[config.mk]
export PLATFORM = sky130hd
export DESIGN_NAME = mips32_issue_interlock
export DESIGN_NICKNAME = d
export VERILOG_FILES = /design/src/rtl/mips32_issue_interlock.sv
export SDC_FILE = /design/constraint.sdc
export NUM_CORES = 1
export LEC_CHECK = 0
export CORE_MARGIN = 5
export CORE_UTILIZATION = 46
export DETAILED_ROUTE_END_ITERATION = 10
export PLACE_DENSITY = 0.65
export SYNTH_ARGS = -nofsm -noshare
export SYNTH_HDL_FRONTEND = slang
export SYNTH_SLANG_ARGS = --single-unit
[constraint.sdc]
create_clock -name clk -period 6.1 [get_ports clk]
set_clock_uncertainty 0.1 [all_clocks]
set_input_delay 1.525 -clock clk [delete_from_list [all_inputs] [get_ports clk]]
set_output_delay 1.525 -clock clk [all_outputs]
set_load 0.03 [all_outputs]
[src/rtl/mips32_issue_interlock.sv]
// mips32_issue_interlock
// Scoreboard issue controller at the ID stage of the 5-stage MIPS32 pipeline.
// Holds a decoded instruction in ID while any source register is still in
// flight, squashes wrong-path issue on a taken branch and drains HLT to a halt.
// Optional feature: define MIPS32_FWD_EN when the datapath has EX/MEM->EX
// forwarding; only loads are then tracked, with the shorter LU_DIST distance.
module mips32_issue_interlock #(
  parameter int WB_DIST = 3,
  parameter int LU_DIST = 2,
  parameter int CNT_W   = 2
) (
  input  logic        clk,
  input  logic        rst,
  input  logic        id_valid,
  input  logic [4:0]  id_rs,
  input  logic [4:0]  id_rt,
  input  logic        id_uses_rs,
  input  logic        id_uses_rt,
  input  logic        id_wr_en,
  input  logic [4:0]  id_rd,
  input  logic        id_is_load,
  input  logic        id_is_halt,
  input  logic        branch_taken,
  output logic        id_ready,
  output logic        bubble,
  output logic        pipe_halted,
  output logic        busy,
  output logic [15:0] stall_cnt
);

  typedef enum logic [1:0] {RUN, DRAIN, HALTED} state_t;

  localparam int CNT_MAX = (1 << CNT_W) - 1;
  localparam logic [CNT_W-1:0] WB_SET  = CNT_W'(WB_DIST - 1);
  localparam logic [CNT_W-1:0] CNT_ONE = CNT_W'(1);

`ifdef MIPS32_FWD_EN
  localparam logic [CNT_W-1:0] LD_SET    = CNT_W'(LU_DIST - 1);
  localparam bit               TRACK_ALU = 1'b0;
`else
  localparam logic [CNT_W-1:0] LD_SET    = WB_SET;
  localparam bit               TRACK_ALU = 1'b1;
`endif

  // Both distances must fit in the scoreboard counters.
  if ((WB_DIST < 1) || (LU_DIST < 1) || (WB_DIST - 1 > CNT_MAX) || (LU_DIST - 1 > CNT_MAX)) begin : g_param_check
    $error("mips32_issue_interlock: WB_DIST/LU_DIST out of range for CNT_W");
  end

  state_t           state;
  logic [CNT_W-1:0] cnt [32];
  logic [CNT_W-1:0] drain_tmr;
  logic             hazard;
  logic             issue;
  logic             sb_write;
  logic [CNT_W-1:0] sb_val;
  logic             any_pending;

  // Hazard detection, issue decision and scoreboard write request.
  always_comb begin
    hazard   = (id_uses_rs && (id_rs != 5'd0) && (cnt[id_rs] != '0)) ||
               (id_uses_rt && (id_rt != 5'd0) && (cnt[id_rt] != '0));
    id_ready = (state == RUN) && !hazard && !branch_taken;
    issue    = id_valid && id_ready;
    bubble   = !issue;
    sb_write = issue && id_wr_en && (id_rd != 5'd0) && (TRACK_ALU || id_is_load);
    sb_val   = id_is_load ? LD_SET : WB_SET;
  end

  // Busy whenever a register write is still in flight or a halt is draining.
  always_comb begin
    any_pending = 1'b0;
    for (int i = 1; i < 32; i++) begin
      if (cnt[i] != '0) any_pending = 1'b1;
    end
    busy = any_pending || (state == DRAIN);
  end

  // Scoreboard: count down every in-flight entry; a new producer reloads its entry.
  always_ff @(posedge clk or posedge rst) begin
    if (rst) begin
      for (int i = 0; i < 32; i++) cnt[i] <= '0;
    end else begin
      cnt[0] <= '0;
      for (int i = 1; i < 32; i++) begin
        if (sb_write && (id_rd == 5'(i))) cnt[i] <= sb_val;
        else if (cnt[i] != '0)            cnt[i] <= cnt[i] - CNT_ONE;
      end
    end
  end

  // Halt sequencing: RUN -> DRAIN on HLT issue, DRAIN -> HALTED once in-flight writes retire.
  always_ff @(posedge clk or posedge rst) begin
    if (rst) begin
      state       <= RUN;
      drain_tmr   <= '0;
      pipe_halted <= 1'b0;
    end else begin
      case (state)
        RUN: begin
          if (issue && id_is_halt) begin
            if (WB_SET == '0) begin
              state       <= HALTED;
              pipe_halted <= 1'b1;
            end else begin
              state     <= DRAIN;
              drain_tmr <= WB_SET;
            end
          end
        end
        DRAIN: begin
          drain_tmr <= drain_tmr - CNT_ONE;
          if (branch_taken) begin
            state <= RUN;
          end else if (drain_tmr <= CNT_ONE) begin
            state       <= HALTED;
            pipe_halted <= 1'b1;
          end
        end
        HALTED: begin
          state       <= HALTED;
          pipe_halted <= 1'b1;
        end
        default: begin
          state       <= RUN;
          pipe_halted <= 1'b0;
        end
      endcase
    end
  end

  // Saturating count of cycles lost to genuine RAW hazards.
  always_ff @(posedge clk or posedge rst) begin
    if (rst) begin
      stall_cnt <= 16'd0;
    end else if (id_valid && hazard && (state == RUN) && !branch_taken && (stall_cnt != 16'hFFFF)) begin
      stall_cnt <= stall_cnt + 16'd1;
    end
  end

endmodule
### Word level (Yosys, flattened, before mapping)

Cells that the tools add are included.

| storage, ports and cells | value |
|---|---|
| register bits after elaboration | 83 |
| input bits | 24 |
| output and inout port bits | 20 |
| word-level logic and storage cells | 342 |

| operators by class | value |
|---|---|
| add/sub/neg operators | 33 |
| magnitude comparators | 3 |
| equal/unequal tests | 38 |
| mux-type cells | 108 |
| bitwise operators | 3 |
| reduce and logical (&&, ||, !) cells | 122 |

Operators with widths:

| cell | count |
|---|---|
| $mux W2 | 70 |
| $reduce_bool A2 Y1 | 65 |
| $eq A5 B5 Y1 const B | 16 |
| $sub A2 B1 Y2 const B | 32 |
| $logic_and A1 B1 Y1 | 45 |
| $eq A5 B4 Y1 const B | 8 |
| $mux W1 | 33 |
| $bmux W2 S5 | 2 |
| $eq A5 B3 Y1 const B | 4 |
| $add A16 B1 Y16 const B | 1 |
| $ne A16 B16 Y1 const B | 1 |
| $reduce_bool A5 Y1 | 3 |
| $ge A6 B6 Y1 const B | 2 |
| $not A5 Y6 | 2 |
| $eq A5 B2 Y1 const B | 2 |
| $pmux W2 S3 | 1 |
| $eq A5 B1 Y1 const B | 1 |
| $ne A2 B1 Y1 const B | 2 |
| $pmux W2 S2 | 1 |
| $reduce_and A2 Y1 | 2 |
| $logic_not A1 Y1 | 3 |
| $ne A3 B2 Y1 const B | 1 |
| $pmux W1 S3 | 1 |
| $reduce_and A3 Y1 | 1 |
| other kinds (7) | 8 |

### Logic depth before layout (Yosys ltp)

Gate-level depths: netlist (run 1).

| logic depth | value |
|---|---|
| depth after elaboration | 33 |
| gate-level depth with buffers | 11 |
| mapped depth without buffers | 8 |

### Worst setup path after synthesis (run 1)

Ideal clock, no wire load.

| path | value |
|---|---|
| kind | input to output |
| start | input id_rs[1] |
| end | output id_ready |
| data arrival time | 3.694 ns |
| required time | 4.475 ns |
| path slack | 0.781 ns |
| stages | 7 |
| buffers on the path | 1 |
| cell sequence | buf_2 -> nor3_1 -> a21oi_1 -> mux4_2 -> o2111ai_1 -> nand2_1 -> nor4b_1 |

| between the ends | value |
|---|---|
| cells in the longest elaborated chain, start to end | 10 |
| elaborated cells between the ends (all ways) | 12 |
| those cells by class | mux: 3; bitwise: 1; reduce/logical: 8 |

RTL lines:

| element | RTL line | source |
|---|---|---|
| from (decl) | 15 | `input logic [4:0] id_rs,` |
| $not A5 Y6 (not written as such) | 61 | `hazard = (id_uses_rs && (id_rs != 5'd0) && (cnt[id_rs] != '0)) \|\|` |
| $bmux W2 S5 | 61 |  |
| $mux W2 (not written as such) (2 in a row) | 61 |  |
| $reduce_bool A2 Y1 | 61 |  |
| $logic_and A1 B1 Y1 * | 61 |  |
| $logic_or A1 B1 Y1 * | 61 |  |
| $logic_not A1 Y1 * | 63 | `id_ready = (state == RUN) && !hazard && !branch_taken;` |
| $logic_and A1 B1 Y1 * (2 in a row) | 63 |  |
| to (decl) | 24 | `output logic id_ready,` |

Every way passes the cells marked *; elsewhere a longest branch is shown, timed or not. The select of a mux whose other input is x is not followed.

### Worst setup path after layout (run 1)

Ends and elaborated chain as after synthesis.

==> results of run 1 <==
==> path summary, 6_finish.rpt <==
| check | start | to | slack [ps] |
|---|---|---|---|
| setup / recovery | id_rs[1] | id_ready | 410 |
| hold / removal | stall_cnt[6] | stall_cnt[6] | 390 |
| setup reg to reg | cnt[30] | stall_cnt[1] | 3040 |
| hold reg to reg | stall_cnt[6] | stall_cnt[6] | 390 |
| max in group asynchronous | rst | cnt[55] | 3370 |
| min in group asynchronous | rst | cnt[9] | 1610 |
==> cell usage after synthesis, types with 12 or more instances <==
library cell and count:
dfrtp_1 83, inv_1 74, ha_1 36, xor2_1 35
nor2_1 33, nor3_1 30, a21oi_1 20, mux2i_1 20
nand2_1 14, o21ai_0 14, a21o_1 13, mux2_2 13
a31oi_1 12, nand4_1 12, o21a_1 12
==> power groups by stage <==
stage          logic [mW]  clock network, mW  registers [mW]
2_1_floorplan        1.19                  0            1.02
3_5_place_dp         1.51                  0            1.05
3_3_place_gp         1.42                  0            1.03
4_1_cts              1.52              0.538            1.04
5_1_grt              1.71              0.560            1.07
6_report             1.51              0.523            1.04
==> final cells by class <==
class | instances | area, um^2
fillers | 1037 | 5220
multi-input cells | 375 | 2900
clock buffers | 10 | 239
flip-flops and latches | 83 | 2080
repair buffers | 51 | 483
clock inverters | 6 | 48.8
well taps | 143 | 179
inverters | 74 | 279
==> registers in the layout, summed over array words and instances (netlist names) <==
| name | cells |
|---|---|
| stall_cnt | 16 |
| cnt | 62 |
| state | 2 |
| drain_tmr | 2 |
| pipe_halted | 1 |
==> per-stage QoR <==
| stage | hold WS (ps) | util | std cells |
|---|---|---|---|
| 6_report | 391 | 0.543 | 742 |
| 5_1_grt | 428 | 0.543 | 742 |
| 4_1_cts | 394 | 0.543 | 742 |
| 3_5_place_dp | 376 | 0.518 | 726 |
| 3_3_place_gp | 377 | 0.518 | 726 |
| 2_1_floorplan | 395 | - | 553 |
==> routing by layer <==
layer	global-route usage	up-vias	routed length, um
met4	0.0760	0	285
li1	-	2065	-
met1	0.257	2070	5990
met2	0.308	90	6130
met3	0.0471	20	603
met5	0	-	0
==> logic make-up (layout without fill, tap and decap cells) <==
family | after synthesis | after routing | share of synthesized area
and+or+nand+nor | 143 | 143 | 0.151
buffers and inverters | 95 | 141 | 0.0701
DFF | 83 | 83 | 0.389
xor gates and xnor gates | 46 | 46 | 0.0755
AOI/OAI and AO/OA | 114 | 114 | 0.153
muxes | 36 | 36 | 0.0776
adders and majority gates | 36 | 36 | 0.0844
==> critical path: stages <==
cell	delay (ps)
clkdlybuf4s50_1	630
nor3_1	240
a31oi_1	90
mux4_2	490
o2111ai_1	350
nand2_1	220
nor4b_1	290
buf_4	220
==> flow_summary.toml, run 1 <==
[setup_path]
worstPathRequired_ps = 4470
timing.reg2reg.worst_path_depth = 8
critical_path_endpoint_category = "primary output"
crit_path_max_fanout = 11
worst_setup_path_start_kind = "primary input"
crit_arrival_ps = 4060
worst-setup-path-type = "primary input to primary output"

[final_layout]
area_growth_pct = 16.2
top_library_cells_by_usage_in_the_layout_fill_and_taps_aside = "dfrtp_1, inv_1, clkdlybuf4s50_1, ha_1, xor2_1"
antenna-diode-count = 0
drive_above_1_share = 0.109
mostFrequentLayoutCell = "dfrtp_1"
final_area_mm2 = 0.00620
final_nets = 654

[global_route]
grt_first_pass_wirelength_um = 21700
remaining_global_route_overflow = 0
grt_pass1_vias = 4319
grt_max_degree = 59
globalRouteTotalUtil = 0.195
antenna_found_initial = 0

[yosys]
share_of_the_synthesized_area_in_the_top_cell_type = 0.389
synthesis.area_per_instance_um2 = 9.65
synth_flop_cell = "dfrtp_1"
postSynth.asyncResetShare = 1.00
synth-edff-count = 0
postSynthNetCount = 613
synth-seq-area-share = 0.389
syn_area_mm2 = 0.00534
synth-warning-count = 0
synthTopCellsByArea = "dfrtp_1, ha_1, xor2_1, inv_1, mux2i_1"
synthCells = 553
ys_types = 60
synth.ff_latch_count = 83
synth.largest_area_cell = "dfrtp_1"

[power]
ir_worst_vdd_mv = 0.272
switching_share = 0.392
cellPowerDensity_mw_per_mm2 = 495
clock_power_share = 0.170
internal_power_mw = 1.87
netSwitchingPower_mw = 1.20
sequentialPowerShare = 0.338
post_route_total_power_mw = 3.07
total_leakage_power_nw = 2.84
combinationalPowerShare = 0.491

[sta]
timing.final.max_slew_violations = 0
report.final.hold_viol_count = 0
max_freq_mhz = 176
grt_setup_unrepaired = "false"
relSlewSlack = 0.310
postLayoutSetupSlackWorst_ps = 414
finalSetupTns_ps = 0
setup_viol_count_final = 0
period_share = 0.932
timing_worst_slew_pin_value_ps = 1030
final.min_clock_period_ps = 5690

[place]
place.detailed.hpwl_um = 9690
placement.cell_area_mm2 = 0.00591
place.port_buffers = 42
pre_cts_slack_ps = 445
place.gp.congestion = 0.862

[job]
cap_viol_max_count = 0

[route]
drt_first_pass_iters = 4
final_antenna_net_count = 0
vias = 4245
remaining_routing_drc_violations = 0
routed_length_per_placed_instance_um = 17.5
finalWirelength_um = 13000
via_cell_ratio = 5.72
drt_first_iter_violations = 222

[floorplanning]
die_area_mm2 = 0.0139
die_width_um = 118
num_rows = 39
initial_utilization = 0.467
core_region_area_mm2 = 0.0114
die_y_extent_um = 118
top_level_ports = 44

[cts]
htree_num_levels = 3
root_buffer = "clkbuf_16"
post_cts_hold_buffer_count = 0
cts_buffers = 9
clock_tree_from_tritoncts = "done"
cts.repair.resized = 0
clkTransAtPathRegs_ps = 60
clock_latency_ps = 350
ctsLongestPathBuffers = 2
post_cts_setup_buffer_count = 0
cts_num_sinks = 83

[worst_hold_path]
whs_path_depth = 1
worst_hold_path_type = "flip-flop to flip-flop"

[outcome]
status = "completed"
Note: power is estimated with default switching activity, not from simulation.
==> run 2: changes to the inputs <==
Settings changed: SLEW_MARGIN from default to 20.
==> flow_summary.toml, run 2 (same netlist as run 1, synthesis figures left out) <==
[setup_path]
worst-setup-path-type = "primary input to primary output"
buffers_and_inverters_on_the_worst_path = 2
slowest_stage_delay_on_critical_path_ps = 630
timing.reg2reg.worst_path_depth = 8
worst_setup_path_start_kind = "primary input"
worst_reg2reg_endpoint = "stall_cnt[1]"
worstPathRequired_ps = 4470
crit_arrival_ps = 4060
crit_path_max_fanout = 11
ordered_list_of_cells_on_the_worst_path = "clkdlybuf4s50_1, nor3_1, a31oi_1, mux4_2, o2111ai_1, nand2_1, nor4b_1, buf_4"
regToRegSetupSlack_ps = 3040
critical_path_endpoint_category = "primary output"
critical_path.top_delay_family = "buffers and inverters"
library_cell_contributing_the_largest_single_delay_on_the_critical_path = "clkdlybuf4s50_1"
crit-reg2reg-launch = "cnt[30]"

[final_layout]
final_nets = 654
mostFrequentLayoutCell = "dfrtp_1"
drive_above_1_share = 0.109
reg.largest.list = "cnt: 62 flops, stall_cnt: 16 flops"
top_library_cells_by_usage_in_the_layout_fill_and_taps_aside = "dfrtp_1, inv_1, clkdlybuf4s50_1, ha_1, xor2_1"
antenna-diode-count = 0
registers.top_by_ff_count = "cnt"
largest_register_ffs = 62
area_growth_pct = 16.2

[floorplanning]
die_area_mm2 = 0.0139
die_y_extent_um = 118
initial_utilization = 0.467
top_level_ports = 44
die_width_um = 118
num_rows = 39
core_region_area_mm2 = 0.0114

[sta]
max_freq_mhz = 176
setup_viol_count_final = 0
period_share = 0.932
timing_worst_slew_pin_value_ps = 1030
finalSetupTns_ps = 0
grt_setup_unrepaired = "false"
hold_slack_ps = 391
final.min_clock_period_ps = 5690
timing.final.max_slew_violations = 0
relSlewSlack = 0.310
report.final.hold_viol_count = 0

[worst_hold_path]
worstHoldEndpoint = "stall_cnt[6]"
hold_path_origin = "stall_cnt[6]"
worst_hold_path_type = "flip-flop to flip-flop"
whs_path_depth = 1

[route]
drt_first_pass_iters = 4
routed_length_per_placed_instance_um = 17.5
drt_first_iter_violations = 222
via_cell_ratio = 5.72
remaining_routing_drc_violations = 0
finalWirelength_um = 13000
vias = 4245
final_antenna_net_count = 0

[global_route]
grt_max_degree = 59
antenna_found_initial = 0
grt_first_pass_wirelength_um = 21700
globalRouteTotalUtil = 0.195
remaining_global_route_overflow = 0
grt_pass1_vias = 4319

[cts]
ctsLongestPathBuffers = 2
cts_buffers = 9
clkTransAtPathRegs_ps = 60
post_cts_setup_buffer_count = 0
clock_latency_ps = 350
cts_num_sinks = 83
clock_tree_from_tritoncts = "done"
cts.repair.resized = 0
post_cts_hold_buffer_count = 0
htree_num_levels = 3
root_buffer = "clkbuf_16"

[outcome]
status = "completed"

[power]
cellPowerDensity_mw_per_mm2 = 495
ir_worst_vdd_mv = 0.272
total_leakage_power_nw = 2.85

[place]
place.detailed.hpwl_um = 9690
place.gp.congestion = 0.862
place.port_buffers = 42

[job]
cap_viol_max_count = 0
==> run 2: cell types whose count changed in the layout (fill, tap and decap cells not counted) <==
| cell | change |
|---|---|
| clkinv_2 | -1 |
| inv_4 | +1 |
==> run 2: layout make-up <==
cell class	count	area (um^2)
clock buffers	10	239
multi-input cells	375	2900
well taps	143	179
clock inverters	6	48.8
repair buffers	51	483
fillers	1036	5220
flip-flops and latches	83	2080
inverters	74	280
==> run 2: worst max-delay path by stage <==
stage	depth (start not counted)	to	slack [ps]	startpoint
after floorplan	7	id_ready	780	id_rs[1]
after global placement	8	id_ready	390	id_rs[1]
after detailed placement	8	id_ready	450	id_rs[1]
after CTS	8	id_ready	410	id_rs[1]
after global routing	9	id_ready	180	id_rs[1]
final	8	id_ready	410	id_rs[1]
==> run 2: power breakdown <==
part	switching, mW	internal [mW]	total, mW	leakage, nW
combinational	0.751	0.758	1.51	1.72
clock	0.234	0.290	0.523	0.131
sequential	0.219	0.819	1.04	0.997
==> run 2: per-stage QoR <==
step,instance area (um^2),setup slack (ps),utilization,power (mW),cells
after floorplan,5340,781,-,2.20,553
after global placement,5910,389,0.518,2.45,726
after detailed placement,5910,445,0.518,2.56,726
after CTS,6200,407,0.543,3.10,742
after global routing,6200,182,0.543,3.35,742
final,6200,414,0.543,3.07,742
==> run 2: routing by layer <==
metal	track usage	wire length (um)	up-vias
li1	-	-	2065
met1	0.257	5990	2070
met2	0.308	6130	90
met3	0.0471	603	20
met4	0.0760	285	0
met5	0	0	-
